`src/rtl/pc_pkg.sv`:
```
// pc_pkg: shared next-PC source encoding and reset default for the PC generator
package pc_pkg;

    typedef enum logic [2:0] {
        PC_TRAP,
        PC_MRET,
        PC_REDIR,
        PC_HOLD,
        PC_SEQ
    } pc_src_e;

    localparam logic [31:0] DEFAULT_RESET_VECTOR = 32'h0000_0000;

endpackage

```
`src/rtl/pc_gen_ras.sv`:
```
// ras: circular return-address stack; ptr addresses the top entry, cnt saturates at DEPTH
module ras #(
    parameter int XLEN  = 32,
    parameter int DEPTH = 4
) (
    input  logic            clk,
    input  logic            rst,
    input  logic            push,
    input  logic            pop,
    input  logic            flush,
    input  logic [XLEN-1:0] link,
    output logic [XLEN-1:0] top,
    output logic            valid
);

    localparam int PW = $clog2(DEPTH);

    logic [XLEN-1:0] mem [DEPTH];
    logic [PW-1:0]   ptr;
    logic [PW:0]     cnt;
    logic            empty;
    logic            full;
    logic            do_pop;

    assign empty  = cnt == '0;
    assign full   = cnt == (PW+1)'(DEPTH);
    assign do_pop = pop && !empty;
    assign valid  = !empty;
    assign top    = empty ? '0 : mem[ptr];

    // Push writes above the top (wrapping over the oldest entry when full); push+pop replaces the top
    always_ff @(posedge clk) begin
        if (rst) begin
            for (int i = 0; i < DEPTH; i++) mem[i] <= '0;
            ptr <= '0;
            cnt <= '0;
        end else if (flush) begin
            cnt <= '0;
        end else if (push && do_pop) begin
            mem[ptr] <= link;
        end else if (push) begin
            mem[ptr + PW'(1)] <= link;
            ptr <= ptr + PW'(1);
            cnt <= full ? cnt : cnt + (PW+1)'(1);
        end else if (do_pop) begin
            ptr <= ptr - PW'(1);
            cnt <= cnt - (PW+1)'(1);
        end
    end

endmodule

```
`src/rtl/pc_gen.sv`:
```
// pc_gen: program counter with trap/mret/redirect priority mux, alignment check and return-address stack
module pc_gen
    import pc_pkg::*;
#(
    parameter int              XLEN         = 32,
    parameter logic [XLEN-1:0] RESET_VECTOR = XLEN'(DEFAULT_RESET_VECTOR),
    parameter int              RAS_DEPTH    = 4,
    parameter int              C_EXT        = 1
) (
    input  logic            clk,
    input  logic            rst,
    input  logic            stall_i,
    input  logic            compressed_i,
    input  logic            redirect_i,
    input  logic [XLEN-1:0] redirect_target_i,
    input  logic            trap_i,
    input  logic [XLEN-1:0] trap_vector_i,
    input  logic            mret_i,
    input  logic [XLEN-1:0] epc_i,
    input  logic            ras_push_i,
    input  logic            ras_pop_i,
    output logic [XLEN-1:0] pc_o,
    output logic [XLEN-1:0] pc_next_o,
    output logic [XLEN-1:0] ras_top_o,
    output logic            ras_valid_o,
    output logic            misaligned_o
);

    pc_src_e         src;
    logic [XLEN-1:0] align_mask;
    logic [XLEN-1:0] inc;
    logic [XLEN-1:0] link;
    logic            mis_now;
    logic            ras_en;

    assign align_mask = (C_EXT != 0) ? ~XLEN'(1) : ~XLEN'(3);
    assign inc        = (compressed_i && C_EXT != 0) ? XLEN'(2) : XLEN'(4);
    assign link       = pc_o + inc;
    assign ras_en     = src != PC_HOLD;

    // Select the next-PC source by fixed priority; trap and mret win over stall
    always_comb begin
        src = trap_i     ? PC_TRAP  :
              mret_i     ? PC_MRET  :
              redirect_i ? PC_REDIR :
              stall_i    ? PC_HOLD  : PC_SEQ;
    end

    // A misaligned redirect is rejected: the PC holds and a flag is raised for one cycle
    always_comb begin
        mis_now   = (src == PC_REDIR) && ((redirect_target_i & ~align_mask) != '0);
        pc_next_o = rst                ? RESET_VECTOR                :
                    (src == PC_TRAP)   ? (trap_vector_i & align_mask) :
                    (src == PC_MRET)   ? (epc_i & align_mask)         :
                    (src == PC_REDIR)  ? (mis_now ? pc_o : redirect_target_i) :
                    (src == PC_HOLD)   ? pc_o                         : pc_o + inc;
    end

    // PC and misalignment pulse registers
    always_ff @(posedge clk) begin
        if (rst) begin
            pc_o         <= RESET_VECTOR;
            misaligned_o <= 1'b0;
        end else begin
            pc_o         <= pc_next_o;
            misaligned_o <= mis_now;
        end
    end

    ras #(
        .XLEN  (XLEN),
        .DEPTH (RAS_DEPTH)
    ) u_ras (
        .clk   (clk),
        .rst   (rst),
        .push  (ras_push_i && ras_en),
        .pop   (ras_pop_i && ras_en),
        .flush (trap_i),
        .link  (link),
        .top   (ras_top_o),
        .valid (ras_valid_o)
    );

endmodule

```
`config.mk`:
```
export PLATFORM = sky130hd
export DESIGN_NAME = pc_gen
export DESIGN_NICKNAME = d
export VERILOG_FILES = /design/src/rtl/pc_pkg.sv /design/src/rtl/pc_gen_ras.sv /design/src/rtl/pc_gen.sv
export SDC_FILE = /design/constraint.sdc
export NUM_CORES = 1
export LEC_CHECK = 0
export ABC_CLOCK_PERIOD_IN_PS = 4400
export BUFFER_PORTS_ARGS = -buffer_cell sky130_fd_sc_hd__buf_2
export CELL_PAD_IN_SITES_DETAIL_PLACEMENT = 2
export CELL_PAD_IN_SITES_GLOBAL_PLACEMENT = 2
export CORE_ASPECT_RATIO = 0.6
export CORE_MARGIN = 2
export CORE_UTILIZATION = 36
export CTS_BUF_LIST = sky130_fd_sc_hd__clkbuf_2
export DETAILED_ROUTE_END_ITERATION = 10
export PLACE_DENSITY = 0.83
export REMOVE_ABC_BUFFERS = 1
export SYNTH_ARGS = -nofsm -noshare
export SYNTH_HDL_FRONTEND = slang
export SYNTH_SLANG_ARGS = --single-unit
```
`constraint.sdc`:
```
create_clock -name clk -period 4.4 [get_ports clk]
set_clock_uncertainty 0.15 [all_clocks]
set_input_delay 1.1 -clock clk [delete_from_list [all_inputs] [get_ports clk]]
set_output_delay 1.1 -clock clk [all_outputs]
set_load 0.05 [all_outputs]
```
==> flow_metrics.env, run 1 <==
export IMPL_maxCapViolCount=0
export IMPL_htree_levels=4
export IMPL_seq_area_sq_um=4710
export IMPL_crit_fanout=3
export IMPL_critPathKind="register to output port"
export IMPL_worst_setup_path_start_kind="register"
export IMPL_fin_crit_sh_pct=106
export IMPL_setup_slack_ns=-0.249
export IMPL_power_density_nw_per_um2=325
export IMPL_drive_above_1_share_pct=43.3
export IMPL_async_flop_share_pct=0
export IMPL_worstSetupStartpoint="pc_o[1]$_SDFF_PP0_"
export IMPL_reg2reg_from="u_ras.cnt[0]$_SDFFE_PP0P_"
export IMPL_dp_slack_ns=-0.426
export IMPL_hold_path_class="input port to register"
export IMPL_min_from="trap_vector_i[5]"
export IMPL_dieHeight_um=127
export IMPL_path_clk_slew_ns=0.32
export IMPL_drt_total_wl_um=43100
export IMPL_max_freq_mhz=215
export IMPL_cp_end_kind="output port"
export IMPL_drtIter0Drc=736
export IMPL_vias=8880
export IMPL_multiInputGateArea_sq_um=4430
export IMPL_fillCellCount=2506
export IMPL_fin_cells=1462
export IMPL_insertion_delay_ns=0.87
export IMPL_std_cell_rows=44
export IMPL_hold_violations=0
export IMPL_via_per_inst=6.07
export IMPL_setup_tns_ns=-1.39
export IMPL_dominantRegCellSynth="edfxtp_1"
export IMPL_io_buffers=200
export IMPL_synth_cells=847
export IMPL_final_core_util_pct=49.7
export IMPL_slew_violations=0
export IMPL_fp_coreArea_sq_um=24500
export IMPL_gp_congestion=0.842
export IMPL_tightest_slew_ns=1.20
export IMPL_nNetsFinal=1234
export IMPL_area_growth_pct=34.0
export IMPL_grt_pass1_wl_um=57400
export IMPL_ys_ff_latch=168
export IMPL_p_comb_share_pct=28.3
export IMPL_hold_buffers=0
export IMPL_final_min_clock_period_ns=4.65
export IMPL_antenna_found_initial=1
export IMPL_intPower_uw=2500
export IMPL_layout_commonest_cell="buf_2"
export IMPL_ios=203
export IMPL_status="finished with violations"
export IMPL_syn_area_sq_um=9080
export IMPL_detail_route_first_pass_iterations=5
export IMPL_pwr_share_seq_pct=47.3
export IMPL_drc=0
export IMPL_initial_utilization_pct=37.1
export IMPL_overflow=0
export IMPL_synth_cell_types=67
export IMPL_rsz0062_at_grt="yes"
export IMPL_die_area_sq_um=26600
export IMPL_critical_path_required_ns=3.15
export IMPL_final_antenna_net_count=0
export IMPL_avgSynthCellArea_sq_um=10.7
export IMPL_clock_sinks=168
export IMPL_cts_buffer_depth=2
export IMPL_wire_per_inst_um=29.5
export IMPL_swShare_pct=36.9
export IMPL_grt_max_degree=40
export IMPL_cts_root_buf="clkbuf_2"
export IMPL_violations="setup timing"
export IMPL_die_w_um=209
export IMPL_layout_common_cells="179 x buf_2, 132 x nor2_1, 128 x edfxtp_1"
export IMPL_power_switching_uw=1460
export IMPL_ir_worst_vdd_mv=0.157
export IMPL_crit_arrival_ns=3.40
export IMPL_ys_warnings_count=0
export IMPL_whs_ns=0.316
export IMPL_power_clock_fraction_pct=24.4
export IMPL_p_leak_uw=0.00492
export IMPL_dp_cells=1384
export IMPL_grtUsageTotal_pct=29.0
export IMPL_yosysSeqAreaShare_pct=51.1
export IMPL_tritoncts="built"
export IMPL_place_hpwl_um=27000
export IMPL_cts_buffers=17
export IMPL_grt_pass1_vias=9313
export IMPL_synth_edf_count=128
export IMPL_setup_viol=17
export IMPL_relSlewSlack_pct=19.4
==> metal layers <==
layer | GRT usage [%] | wire length [um] | vias up
met5 | 0 | 0 | -
met4 | 10.3 | 1600 | 0
met3 | 5.63 | 2890 | 110
met2 | 47.8 | 20500 | 451
met1 | 38.6 | 18000 | 4581
li1 | - | - | 3738
==> Yosys cell counts (all sizes together), types with 10 or more instances <==
| cell | count | area (sq um) |
|---|---|---|
| nor3 | 32 | 160 |
| a221oi | 28 | 245 |
| a31oi | 11 | 68.8 |
| nand3 | 14 | 70.1 |
| inv | 37 | 139 |
| mux4 | 32 | 721 |
| a21oi | 30 | 150 |
| o221ai | 17 | 149 |
| nor4 | 11 | 75.1 |
| buf | 20 | 92.6 |
| nor2 | 133 | 499 |
| nand4 | 10 | 108 |
| nand2 | 29 | 109 |
| nand2b | 13 | 81.3 |
| xnor2 | 15 | 131 |
| o21ai | 33 | 165 |
| clkbuf | 52 | 195 |
| xor2 | 13 | 114 |
| dfxtp | 40 | 801 |
| nor2b | 36 | 225 |
| edfxtp | 128 | 3840 |
==> worst max-delay path: stages, from the launching register on <==
cell and delay, ns:
dfxtp_2 0.42, ha_4 0.15, fa_2 0.26, buf_6 0.12, nand4_1 0.20, nor4_4 0.37
buf_4 0.17, nand4_1 0.14, nor3b_2 0.23, o22ai_1 0.17, buf_4 0.17, buf_6 0.15
==> worst paths after layout <==
path	end	slack, ns	cells past startpoint
hold / removal	pc_o[5]$_SDFF_PP0_	0.32	3
setup / recovery	pc_next_o[29]	-0.25	11
setup reg to reg	u_ras.mem[0][6]$_SDFFCE_PN0P_	0.89	6
hold reg to reg	pc_o[0]$_SDFF_PP0_	0.42	1
==> repair_timing <==
item / 4_1_cts / 5_1_grt
cloned: 0 / 0
endpoints found under the setup margin: 25 / 24
pin swaps: 17 / 29
gates resized for setup: 85 / 66
setup buffers: 19 / 27
==> state kept, by name (all words and copies together), names as in the netlist, named ones only <==
signal	flops
pc_o	32
misaligned_o	1
u_ras.cnt	3
u_ras.mem	128
u_ras.ptr	2
==> layout make-up <==
cell class / instances / share of cell area [%]
sequential: 168 / 38.7
antenna: 2 / 0.0411
inverter: 37 / 1.16
clock inverter: 12 / 1.24
tap: 322 / 3.31
multi-input combinational: 570 / 36.4
timing repair buffer: 331 / 18.3
clock buffer: 20 / 0.822
==> kinds of logic after synthesis <==
logic type                 synth area share [%]
AOI/OAI and AO/OA                          14.1
buffers and inverters                      4.70
DFF                                        51.1
xor gates and xnor gates                   2.70
muxes                                      8.39
adders and majority gates                 0.716
and+or+nand+nor                            18.3
==> power by group through the flow <==
stage / Combinational [uW] / Sequential [uW] / Clock, uW
after global placement: 962 / 1890 / 0
after global routing: 1170 / 1880 / 1030
after floorplan: 503 / 1980 / 0
final: 1120 / 1870 / 965
after detailed placement: 997 / 1900 / 0
after CTS: 1050 / 1870 / 930
==> metrics by stage <==
step | power [uW] | instance area, sq um
after floorplan | 2480 | 8800
after global placement | 2850 | 11000
after detailed placement | 2900 | 11000
after CTS | 3840 | 11700
after global routing | 4090 | 12200
final | 3960 | 12200
No activity file was read; power rests on OpenSTA's default activity.
==> run 2, diff against run 1 <==
--- a/config.mk
+++ b/config.mk
@@ -5,16 +5,17 @@
 export SDC_FILE = /design/constraint.sdc
 export NUM_CORES = 1
 export LEC_CHECK = 0
+export ABC_AREA = 1
 export ABC_CLOCK_PERIOD_IN_PS = 4400
 export BUFFER_PORTS_ARGS = -buffer_cell sky130_fd_sc_hd__buf_2
 export CELL_PAD_IN_SITES_DETAIL_PLACEMENT = 2
 export CELL_PAD_IN_SITES_GLOBAL_PLACEMENT = 2
 export CORE_ASPECT_RATIO = 0.6
 export CORE_MARGIN = 2
-export CORE_UTILIZATION = 36
+export CORE_UTILIZATION = 32
 export CTS_BUF_LIST = sky130_fd_sc_hd__clkbuf_2
 export DETAILED_ROUTE_END_ITERATION = 10
-export PLACE_DENSITY = 0.83
+export PLACE_DENSITY = 0.82
 export REMOVE_ABC_BUFFERS = 1
 export SYNTH_ARGS = -nofsm -noshare
 export SYNTH_HDL_FRONTEND = slang
==> run 2 against run 1 <==
Compared with the run above:
- the run now ends clean
- synthesized cell count up 36%
- critical path depth grew 2
- via count grew 3.2%
- global-route usage shrank 3.4 points
- non-clock buffer count is 91 lower
- fmax grew 7.8%
- count of clock-buffer cells in the layout up 1
- die area is 13% higher
- cell count up 18%
- combinational power about the same
- flip-flop and latch count did not move
- worst setup slack improved by 0.34 ns
- critical endpoint is now pc_next_o[20]
- highest routed layer unchanged
==> flow_metrics.env, run 2 <==
export IMPL_status="finished, final reports clean"
export IMPL_dominantRegCellSynth="edfxtp_1"
export IMPL_maxCapViolCount=0
export IMPL_synthMuxAreaShare_pct=0
export IMPL_synth_top_area_share_pct=42.0
export IMPL_area_growth_pct=21.4
export IMPL_critical_path_required_ns=3.15
export IMPL_critPathKind="input port to output port"
export IMPL_cts_root_buf="clkbuf_2"
export IMPL_cts_buffer_depth=2
export IMPL_drtIter0Drc=589
export IMPL_synth_top_family_by_area="simple AND/OR/NAND/NOR gates"
export IMPL_htree_levels=4
export IMPL_drt_total_wl_um=38600
export IMPL_wire_per_inst_um=22.3
export IMPL_die_area_sq_um=30000
export IMPL_avgSynthCellArea_sq_um=7.96
export IMPL_layout_commonest_cell="nor2_1"
export IMPL_power_density_nw_per_um2=348
export IMPL_fin_crit_sh_pct=98.0
export IMPL_drive_above_1_share_pct=25.3
export IMPL_vias=9164
export IMPL_detail_route_first_pass_iterations=5
export IMPL_hold_violations=0
export IMPL_synth_compound_area_share_pct=16.7
export IMPL_setup_viol=0
export IMPL_drc=0
export IMPL_relSlewSlack_pct=48.9
export IMPL_intPower_uw=2370
export IMPL_pwr_share_seq_pct=49.3
export IMPL_synth_cell_types=35
export IMPL_yosys_top_cells_area="edfxtp_1 42%, nor2_1 12%, dfxtp_1 8.8%"
export IMPL_tritoncts="built"
export IMPL_crit_arrival_ns=3.06
export IMPL_synthSimpleGateAreaFrac_pct=23.0
export IMPL_whs_ns=0.366
export IMPL_antenna_found_initial=1
export IMPL_grtUsageTotal_pct=25.6
export IMPL_final_antenna_net_count=0
export IMPL_layout_common_cells="277 x nor2_1, 183 x buf_2, 151 x a21oi_1"
export IMPL_ys_ff_latch=168
export IMPL_p_comb_share_pct=28.9
export IMPL_tightest_slew_ns=0.766
export IMPL_path_clk_slew_ns=0.25
export IMPL_cp_end_kind="output port"
export IMPL_use_met3_pct=4.16
export IMPL_swShare_pct=38.6
export IMPL_ys_warnings_count=0
export IMPL_overflow=0
export IMPL_via_per_inst=5.30
export IMPL_grt_pass1_vias=9637
export IMPL_power_switching_uw=1490
export IMPL_synth_edf_count=128
export IMPL_syn_area_sq_um=9140
export IMPL_yosysSeqAreaShare_pct=50.8
export IMPL_grtUsageMet2_pct=44.8
export IMPL_async_flop_share_pct=0
export IMPL_io_buffers=200
export IMPL_grt_most_used_layer="met2"
export IMPL_fp_coreArea_sq_um=27800
export IMPL_synth_xor_area_share_pct=1.53
export IMPL_power_uw=3860
export IMPL_ios=203
export IMPL_largest_reg_flops=128
export IMPL_insertion_delay_ns=0.85
export IMPL_ir_worst_vdd_mv=0.170
export IMPL_grt_pass1_wl_um=57100
export IMPL_post_synth_top_count_cell="nor2_1"
export IMPL_rsz0062_at_grt="yes"
export IMPL_hold_path_class="input port to register"
export IMPL_crit_fanout=4
export IMPL_fillCellCount=3212
export IMPL_grt_max_degree=65
export IMPL_p_leak_uw=0.00476
export IMPL_clock_sinks=168
export IMPL_gp_congestion=0.887
export IMPL_max_freq_mhz=232
export IMPL_initial_utilization_pct=32.9
export IMPL_power_clock_fraction_pct=21.8
export IMPL_regMostFlops="u_ras.mem"
export IMPL_cts_buffers=17
export IMPL_std_cell_rows=47
export IMPL_synth_cells=1148
export IMPL_setup_tns_ns=0
export IMPL_place_hpwl_um=27700
export IMPL_synth_common_cells="286 x nor2_1, 153 x a21oi_1, 149 x nand2_1"
export IMPL_synth_largest_area_cell="edfxtp_1"
export IMPL_die_w_um=222
export IMPL_dieHeight_um=135
export IMPL_worst_setup_path_start_kind="input port"
export IMPL_gr_usage_met1_pct=33.5
export IMPL_synthAdderAreaFrac_pct=0.712
export IMPL_nNetsFinal=1458
export IMPL_reg_top3="u_ras.mem (128), pc_o (32), u_ras.cnt (3)"
export IMPL_final_min_clock_period_ns=4.31
export IMPL_slew_violations=0
[run 2: worst paths after layout]
path	start	to	slack (ns)	cells past startpoint
max	compressed_i	pc_next_o[20]	0.09	13
max reg2reg	u_ras.cnt[0]$_SDFFE_PP0P_	u_ras.mem[0][31]$_SDFFCE_PN0P_	1.85	11
min reg2reg	u_ras.cnt[2]$_SDFFE_PP0P_	u_ras.cnt[2]$_SDFFE_PP0P_	0.38	2
min	redirect_target_i[0]	misaligned_o$_SDFF_PP0_	0.37	3
[run 2: kinds of logic after synthesis]
kind of cell,after synthesis
AO/OA/AOI/OAI,297
AND/OR/NAND/NOR,509
adder cells (fa/ha/maj),4
flip-flops,168
XOR/XNOR,16
buffers and inverters,154
[run 2: layout make-up]
cell class,instances,area (sq um),area share (%)
Antenna cell,1,2.50,0.0225
Timing Repair Buffer,240,1450,13.0
Inverter,96,362,3.26
Clock inverter,10,105,0.947
Sequential cell,168,4650,41.9
Clock buffer,21,105,0.947
Tap cell,367,459,4.14
Multi-Input combinational cell,826,3970,35.7
[run 2: repair_timing]
item | in CTS | in global routing
setup buffers | 1 | 0
pin swaps | 3 | 8
resized for setup | 31 | 37
hold buffers | 0 | 0
endpoints found under the setup margin | 34 | 26
[run 2: worst max-delay path, cell delays in order]
cell     delay [ns]
buf_2          0.13
inv_1          0.09
ha_1           0.28
nand2_1        0.12
nand2_2        0.12
nand2_1        0.11
nor2_2         0.21
buf_6          0.17
nand4_1        0.13
nand3_1        0.13
nand2_1        0.08
a21oi_1        0.16
buf_4          0.23
[run 2: per-layer routing]
metal / part of all wire, % / wire length (um)
met5: 0 / 0
met2: 49 / 18900
met3: 5.1 / 1980
met4: 1.4 / 536
met1: 45 / 17200
[run 2: power groups by stage]
stage | registers, uW | logic [uW] | clock network [uW]
3_5_place_dp | 1930 | 1100 | 0
2_1_floorplan | 2010 | 587 | 0
6_report | 1900 | 1120 | 841
5_1_grt | 1910 | 1200 | 930
3_3_place_gp | 1920 | 1060 | 0
4_1_cts | 1900 | 1110 | 868
[run 2: per-stage QoR]
stage               instance area [sq um]  worst slack [ns]  std cells  util (%)
detailed placement                  10700           -0.0989       1696      38.4
global placement                    10700         -0.000343       1696      38.4
finish                              11100            0.0883       1729      39.9
global route                        11100           -0.0597       1728      39.9
CTS                                 11000          -0.00422       1728      39.5
floorplan                            8830            -0.339       1090         -
